==> config.mk <==
export PLATFORM = sky130hd
export DESIGN_NAME = crc16_check_flat
export DESIGN_NICKNAME = d
export VERILOG_FILES = /design/src/rtl/crc16_check_if.sv /design/src/rtl/crc16_check.sv /design/src/flat_wrapper.sv
export SDC_FILE = /design/constraint.sdc
export NUM_CORES = 1
export LEC_CHECK = 0
export ABC_AREA = 1
export BUFFER_PORTS_ARGS = -buffer_cell sky130_fd_sc_hd__buf_4
export CAP_MARGIN = 10
export CORE_MARGIN = 2
export CORE_UTILIZATION = 55
export DETAILED_ROUTE_END_ITERATION = 7
export GPL_ROUTABILITY_DRIVEN = 0
export PLACE_DENSITY = 0.78
export SYNTH_ARGS = -nofsm -noshare
export SYNTH_HDL_FRONTEND = slang
export SYNTH_SLANG_ARGS = --single-unit
==> constraint.sdc <==
create_clock -name i_clk -period 2.1 [get_ports i_clk]
set_input_delay 0.315 -clock i_clk [delete_from_list [all_inputs] [get_ports i_clk]]
set_output_delay 0.315 -clock i_clk [all_outputs]
set_load 0.005 [all_outputs]
==> src/rtl/crc16_check_if.sv <==
// crc16_check_if
// Bundles the packet-check handshake between the bit unstuffer / packet FSM
// (master) and the CRC16 receive checker (slave).
//   crc_start, s_in, bit_en, pkt_abort, crc_rec : master -> checker
//   crc_busy, crc_done, crc_ok, crc_err, len_err : checker -> master
//   crc_rem[15:0]                                : live LFSR contents
interface crc16_check_if;
  logic        crc_start;
  logic        s_in;
  logic        bit_en;
  logic        pkt_abort;
  logic        crc_rec;
  logic        crc_busy;
  logic        crc_done;
  logic        crc_ok;
  logic        crc_err;
  logic        len_err;
  logic [15:0] crc_rem;

  modport master (
    output crc_start, s_in, bit_en, pkt_abort, crc_rec,
    input  crc_busy, crc_done, crc_ok, crc_err, len_err, crc_rem
  );

  modport slave (
    input  crc_start, s_in, bit_en, pkt_abort, crc_rec,
    output crc_busy, crc_done, crc_ok, crc_err, len_err, crc_rem
  );
endinterface

==> src/rtl/crc16_check.sv <==
// crc16_check
// Receive-side USB CRC16 checker. Shifts DATA_BITS payload bits plus the 16
// complemented CRC bits (serial, MSB first) through an x^16+x^15+x^2+1 LFSR
// preset to all ones, then compares the residual against 16'h800D.
// Ports:
//   i_clk    system clock, rising edge
//   i_rst_n  asynchronous active-low reset
//   bus      crc16_check_if.slave (start/bit/abort/ack in, status/residual out)
//
// state | meaning
// IDLE  | waiting for crc_start, bit_en ignored
// RECV  | accepting bits, crc_busy high
// DONE  | result held until crc_rec
module crc16_check #(
  parameter int DATA_BITS = 64
) (
  input  logic          i_clk,
  input  logic          i_rst_n,
  crc16_check_if.slave  bus
);

  localparam int          TOTAL    = DATA_BITS + 16;
  localparam int          CW       = $clog2(DATA_BITS + 17);
  localparam logic [15:0] PRESET   = 16'hFFFF;
  localparam logic [15:0] RESIDUAL = 16'h800D;

  typedef enum logic [1:0] {
    S_IDLE = 2'd0,
    S_RECV = 2'd1,
    S_DONE = 2'd2
  } state_t;

  state_t          r_state;
  logic [15:0]     r_lfsr;
  logic [CW-1:0]   r_cnt;
  logic            r_busy;
  logic            r_done;
  logic            r_ok;
  logic            r_err;
  logic            r_len_err;

  logic            w_fb;
  logic [15:0]     w_lfsr_next;
  logic [CW-1:0]   w_cnt_inc;
  logic            w_last;
  logic            w_match;

  assign w_fb        = r_lfsr[15] ^ bus.s_in;
  assign w_lfsr_next = {r_lfsr[14] ^ w_fb, r_lfsr[13:2], r_lfsr[1] ^ w_fb, r_lfsr[0], w_fb};
  assign w_cnt_inc   = r_cnt + CW'(1);
  assign w_last      = (w_cnt_inc == CW'(TOTAL));
  // Result is judged on the post-shift value so it registers on the final bit's edge.
  assign w_match     = (w_lfsr_next == RESIDUAL);

  always_ff @(posedge i_clk or negedge i_rst_n) begin
    if (!i_rst_n) begin
      r_state   <= S_IDLE;
      r_lfsr    <= PRESET;
      r_cnt     <= '0;
      r_busy    <= 1'b0;
      r_done    <= 1'b0;
      r_ok      <= 1'b0;
      r_err     <= 1'b0;
      r_len_err <= 1'b0;
    end else begin
      case (r_state)
        S_IDLE: begin
          if (bus.crc_start) begin
            r_lfsr  <= PRESET;
            r_cnt   <= '0;
            r_busy  <= 1'b1;
            r_state <= S_RECV;
          end
        end
        S_RECV: begin
          // Abort outranks the final bit and a restart; restart outranks a bit.
          if (bus.pkt_abort) begin
            r_busy    <= 1'b0;
            r_done    <= 1'b1;
            r_ok      <= 1'b0;
            r_err     <= 1'b1;
            r_len_err <= 1'b1;
            r_state   <= S_DONE;
          end else if (bus.crc_start) begin
            r_lfsr <= PRESET;
            r_cnt  <= '0;
          end else if (bus.bit_en) begin
            r_lfsr <= w_lfsr_next;
            r_cnt  <= w_cnt_inc;
            if (w_last) begin
              r_busy    <= 1'b0;
              r_done    <= 1'b1;
              r_ok      <= w_match;
              r_err     <= ~w_match;
              r_len_err <= 1'b0;
              r_state   <= S_DONE;
            end
          end
        end
        S_DONE: begin
          // A crc_start alongside the ack is deliberately dropped.
          if (bus.crc_rec) begin
            r_done    <= 1'b0;
            r_ok      <= 1'b0;
            r_err     <= 1'b0;
            r_len_err <= 1'b0;
            r_state   <= S_IDLE;
          end
        end
        default: begin
          r_busy  <= 1'b0;
          r_done  <= 1'b0;
          r_state <= S_IDLE;
        end
      endcase
    end
  end

  assign bus.crc_busy = r_busy;
  assign bus.crc_done = r_done;
  assign bus.crc_ok   = r_ok;
  assign bus.crc_err  = r_err;
  assign bus.len_err  = r_len_err;
  assign bus.crc_rem  = r_lfsr;

endmodule

==> src/flat_wrapper.sv <==
// flat-port wrapper written by rule: the top's interface ports become plain ports
module crc16_check_flat 
#(
  parameter int DATA_BITS = 64
)
  (i_clk, i_rst_n, bus_crc_start, bus_s_in, bus_bit_en, bus_pkt_abort, bus_crc_rec, bus_crc_busy, bus_crc_done, bus_crc_ok, bus_crc_err, bus_len_err, bus_crc_rem);
  crc16_check_if bus_i ();
  input  logic i_clk;
  input  logic i_rst_n;
  input wire logic [$bits(bus_i.crc_start)-1:0] bus_crc_start;
  input wire logic [$bits(bus_i.s_in)-1:0] bus_s_in;
  input wire logic [$bits(bus_i.bit_en)-1:0] bus_bit_en;
  input wire logic [$bits(bus_i.pkt_abort)-1:0] bus_pkt_abort;
  input wire logic [$bits(bus_i.crc_rec)-1:0] bus_crc_rec;
  output wire logic [$bits(bus_i.crc_busy)-1:0] bus_crc_busy;
  output wire logic [$bits(bus_i.crc_done)-1:0] bus_crc_done;
  output wire logic [$bits(bus_i.crc_ok)-1:0] bus_crc_ok;
  output wire logic [$bits(bus_i.crc_err)-1:0] bus_crc_err;
  output wire logic [$bits(bus_i.len_err)-1:0] bus_len_err;
  output wire logic [$bits(bus_i.crc_rem)-1:0] bus_crc_rem;
  assign bus_i.crc_start = bus_crc_start;
  assign bus_i.s_in = bus_s_in;
  assign bus_i.bit_en = bus_bit_en;
  assign bus_i.pkt_abort = bus_pkt_abort;
  assign bus_i.crc_rec = bus_crc_rec;
  assign bus_crc_busy = bus_i.crc_busy;
  assign bus_crc_done = bus_i.crc_done;
  assign bus_crc_ok = bus_i.crc_ok;
  assign bus_crc_err = bus_i.crc_err;
  assign bus_len_err = bus_i.len_err;
  assign bus_crc_rem = bus_i.crc_rem;
  crc16_check #(.DATA_BITS(DATA_BITS)) u_core (.i_clk(i_clk), .i_rst_n(i_rst_n), .bus(bus_i));
endmodule
[Word level (Yosys, flattened, before mapping)]
Index checks and enable logic that the tools add are counted.
Operators by class
  equal/unequal tests: 11
  bitwise logic cells: 6
  add/sub/neg operators: 1
  reduce and logical (&&, ||, !) cells: 8
  mux-type cells: 41
Operators with widths (count)
  $mux 16: 4
  $pmux 16 s2: 1
  $mux 7: 4
  $reduce_and 5->1: 4
  $mux 1: 19
  $eq 16x16->1 const B: 1
  $pmux 7 s2: 1
  $mux 2: 6
  $ne 3x3->1 const B: 3
  $add 7x1->7 const B: 1
  $eq 7x7->1 const B: 1
  $ne 2x2->1 const B: 3
  $pmux 1 s2: 3
  $pmux 1 s3: 2
  $pmux 2 s3: 1
  $reduce_and 4->1: 1
  $reduce_bool 2->1: 2
  $ne 3x2->1 const B: 1
  $not 1->1: 3
  $xor 1x1->1: 3
  $eq 2x1->1 const B: 1
  $eq 2x2->1 const B: 1
  $logic_not 2->1: 1
Storage, ports and cells
  input port bits: 7
  output and inout port bits: 21
  register bits after elaboration: 30

[Depth between registers and ports, before layout]
  depth in word-level cells: 9
  mapped depth: 12
  depth with buffers taken out: 11

[Worst setup path after synthesis]
Ideal clock, no wire load.
  path type: register to register
  start point: register u_core.r_state[0]
  end point: register u_core.r_lfsr[15], in the netlist u_core.bus.crc_rem[15]
  path slack: 517 ps
  library setup time: 82 ps
  path buffers: 1
  required time: 2018 ps
  data arrival time: 1501 ps
  cell stages (with the launch flop): 12
  period minus slack after synthesis: 1583 ps
  cells stage by stage: dfrtp_1 inv_1 ha_1 inv_1 nor2_1 a21oi_1 nand2_4 inv_6 nand2_4 inv_6 buf_12 a2bb2oi_2
On the way
  cells in the longest elaborated chain, start to end: 3
RTL lines
  start: declaration: RTL line crc16_check.sv:33  | state_t r_state;
  start signal: assignment: RTL line crc16_check.sv:57  | r_state <= S_IDLE;
  start signal: assignment: RTL line crc16_check.sv:72  | r_state <= S_RECV;
  start signal: assignment: RTL line crc16_check.sv:83  | r_state <= S_DONE;
  $eq 2x1->1 / $logic_not 2->1 (equally long branches): RTL line crc16_check.sv:66  | case (r_state)
  $ne 3x3->1 (no source line) (tied with other cells)
  $reduce_and 4->1 (no source line)
  end signal: assignment: RTL line crc16_check.sv:88  | r_lfsr <= w_lfsr_next;
  end: declaration: RTL line crc16_check.sv:34  | logic [15:0] r_lfsr;
Parallel ways exist; a longest one is shown, timed or not.
A chain may end at the register's enable or synchronous reset.

[Worst setup path after layout]
  start point: register u_core.r_state[0]
  end point: register u_core.r_cnt[1]
On the way
  cells in the longest elaborated chain, start to end: 3
RTL lines
  $eq 2x1->1 / $logic_not 2->1 (equally long branches): RTL line crc16_check.sv:66
  $ne 3x3->1 (no source line) (tied with other cells)
  $reduce_and 4->1 (no source line)
  end signal: assignment: RTL line crc16_check.sv:89  | r_cnt <= w_cnt_inc;
  end: declaration: RTL line crc16_check.sv:35  | logic [CW-1:0] r_cnt;
Parallel ways exist; a longest one is shown, timed or not.

==> results by group <==
Outcome
  – Outcome: finished with violations
  – Violated checks: design-rule violations

STA
  – Hold Fails Final Rpt: 0
  – Setup total negative slack: 0 ns
  – Rel. slew slack: 74.33%
  – Worst Skew: between 0.004 and 0.005 ns
  – Shortest period the worst path allows: between 1.5 and 2 ns
  – RSZ-0062 raised after global routing: false
  – Final setup vio count: 0
  – Slew @ Worst Pin: just under 0.4 ns
  – FMAX: ~0.53 GHz
  – Final hold slack: 0.2767 ns
  – Period utilisation layout: 90.70%
  – Final Max Slew Viols: 0

Floorplan
  – Die W: 58.59 um
  – Die Y-Extent: approximately 59 um
  – Num ports: 28
  – Die area: 3433 um2
  – Initial Util: about three fifths
  – # rows: 19
  – Core area: ~2800 um2

Route
  – DRT Pass-1 Iters: 6
  – DR iter-0 viols: 32
  – WL/cell: about 14 um
  – Final WL: approximately 3200 um
  – Avg Vias per Cell: about 5.4
  – Post-DRT Antenna Nets: 0
  – Via count: 1260
  – Drt drc: 1

Synthesis
  – Synth Flop Type: dfstp_2
  – Synth top area cells: dfstp_2, dfrtp_1, nand2_1, a22oi_2, inv_1
  – Yosys top cell area share: approximately a quarter
  – Synthesized area: between 1500 and 2000 um2
  – Most area-hungry cell type in the Yosys netlist: dfstp_2
  – Yosys warning count: 0
  – EDFF count, synth: 0
  – Syn Inst Count: roughly 170
  – Syn Area/Cell: 9.585 um2
  – Post-synthesis register bit count: 30
  – Seq/Total Area, Yosys: 47.02%
  – Syn nets: approximately 180
  – Ys async rst share: 100.0%
  – Unique masters post-synth: 31

Finish
  – Layout Nets: 214
  – Design area: roughly 1900 um2
  – # fillers: approximately 220
  – Ant. Diodes: 0
  – Leading cell type in the layout, fill and taps excluded: nand2_1
  – Non-filler cells, final: ~240
  – Share of layout cells above drive strength 1: 37.25%
  – Most frequent cells in the layout: nand2_1, buf_4, inv_1
  – Synthesis-to-layout area growth: 16.64%

Setup path
  – Crit path max fanout: 19
  – Worst r2r src: u_core.r_state[0]
  – Crit path required time: 2.36 ns
  – Kind of start point of the critical path: flip-flop
  – Arrival @ worst endpoint: 2.17 ns
  – Reg2reg end: u_core.r_cnt[1]
  – R2R Setup Slk: 0.20 ns
  – Critical Path Sink: u_core.r_cnt[1]
  – Crit path kind: reg2reg
  – Worst Setup SP: u_core.r_state[0]
  – Cell depth of the worst flop-to-flop path: 10
  – Worst Setup End Kind: flip-flop

Run
  – MaxCap Viol Count: 0

Clocking
  – CTS Sinks: 30
  – TritonCTS Buffers: 5
  – TritonCTS clock tree: built
  – Clock Latency Late Sink: 0.32 ns
  – Clk root buf: clkbuf_4
  – Worst-path clk slew: 0.09 ns
  – Clock H-tree levels: 2
  – Post-CTS setup buffer count: 0
  – CTS Buffer Depth: 2

Hold path
  – Hold Path Class: in2reg

GRT
  – Largest net degree at the start of global routing: 31
  – GRT Total Usage: 20.91%
  – Overflow after GRT: 0
  – Initial antenna violation count: 0
  – Number of global-route vias before repair: 1246
  – Global-route wire length before repair: between 5000 and 6000 um

Power
  – Final Power: ~2 mW
  – Pwr dens: 1051 nW/um2
  – Static leakage: 0.9328 nW
  – Peak VDD IR: 0.9674 mV

Placement
  – Placed cells: roughly 230
  – Post-DP Area: 1842 um2
  – DPL Wire Length: 2367 um
  – Port Buffers: 27
-- worst min path at each step --
| stage | to | depth (start not counted) | slack, ns | startpoint |
|---|---|---|---|---|
| 2_1_floorplan | u_core.bus.crc_busy | 0 | 0.02 | i_rst_n |
| 3_3_place_gp | u_core.r_cnt[1] | 1 | 0.25 | i_rst_n |
| 3_5_place_dp | u_core.bus.crc_ok | 1 | 0.26 | i_rst_n |
| 4_1_cts | u_core.bus.len_err | 3 | 0.27 | bus_pkt_abort |
| 5_1_grt | u_core.bus.len_err | 3 | 0.28 | bus_pkt_abort |
| 6_report | u_core.bus.len_err | 3 | 0.28 | bus_pkt_abort |
-- what timing repair did --
| item | in CTS | in global routing |
|---|---|---|
| hold endpoints to repair | 14 | 0 |
| gates resized for setup | 0 | 0 |
| hold buffers | 1 | 0 |
-- critical path, cell delays in order (launching register included) --
cell     delay [ns]
dfrtp_1        0.39
inv_1          0.08
ha_1           0.22
inv_1          0.11
nor2_1         0.07
a21oi_1        0.21
nand2_4        0.21
inv_6          0.15
nand2_4        0.09
inv_6          0.16
a22o_1         0.16
-- flip-flops by register name (all words and copies together), names as in the netlist --
name and cells:
u_core.bus.crc_done 1, u_core.r_state 2, u_core.bus.crc_ok 1, u_core.bus.crc_err 1
u_core.bus.crc_rem 16, u_core.bus.crc_busy 1, u_core.bus.len_err 1, u_core.r_cnt 7
-- Yosys cell counts, types with 4 or more instances --
| master | n |
|---|---|
| nand2_1 | 32 |
| inv_1 | 26 |
| dfstp_2 | 16 |
| dfrtp_1 | 14 |
| nor2_1 | 13 |
| a22oi_2 | 8 |
| nand4_1 | 7 |
| a22oi_1 | 6 |
| nand3_1 | 6 |
| o21ai_0 | 5 |
| ha_1 | 4 |
| nand2_4 | 4 |
-- report_power, final --
group	internal (mW)	switching [mW]
registers	0.699	0.0812
logic	0.334	0.541
clock network	0.162	0.191
total	1.20	0.814
-- metal layers --
metal  wire length [um]  up-vias  track usage [%]  share of wire [%]
li1                   -      625                -                  -
met4                 59        0            8.117                1.8
met5                  0        -                0                  0
met2               1610       37            35.79                 50
met3                187        8            6.593                5.9
met1               1332      590            24.50                 42
-- cell type report --
cell class / count / area, um2 / share of cell area, %
multi-input cells: 109 / 710.7 / 37.17
flip-flops and latches: 30 / 770.7 / 40.31
clock buffers: 7 / 55.05 / 2.880
repair buffers: 28 / 212.7 / 11.13
clock inverters: 1 / 5.005 / 0.2618
inverters: 29 / 118.9 / 6.217
well taps: 31 / 38.79 / 2.029
-- stage by stage --
| stage | setup slack (ns) | utilization, % |
|---|---|---|
| after detailed placement | 0.2275 | 65.66 |
| after global placement | 0.3285 | 65.66 |
| after floorplan | 0.5169 | - |
| after CTS | 0.2047 | 68.15 |
| final | 0.1953 | 68.15 |
| after global routing | 0.03451 | 68.15 |
-- logic make-up after synthesis --
kind of cell | synth area share, %
and+or+nand+nor | 21.53
AOI/OAI and AO/OA | 15.65
DFF | 47.02
xor gates and xnor gates | 3.130
buffers and inverters | 9.618
adders and majority gates | 3.054
No activity file was read; power rests on OpenSTA's default activity.
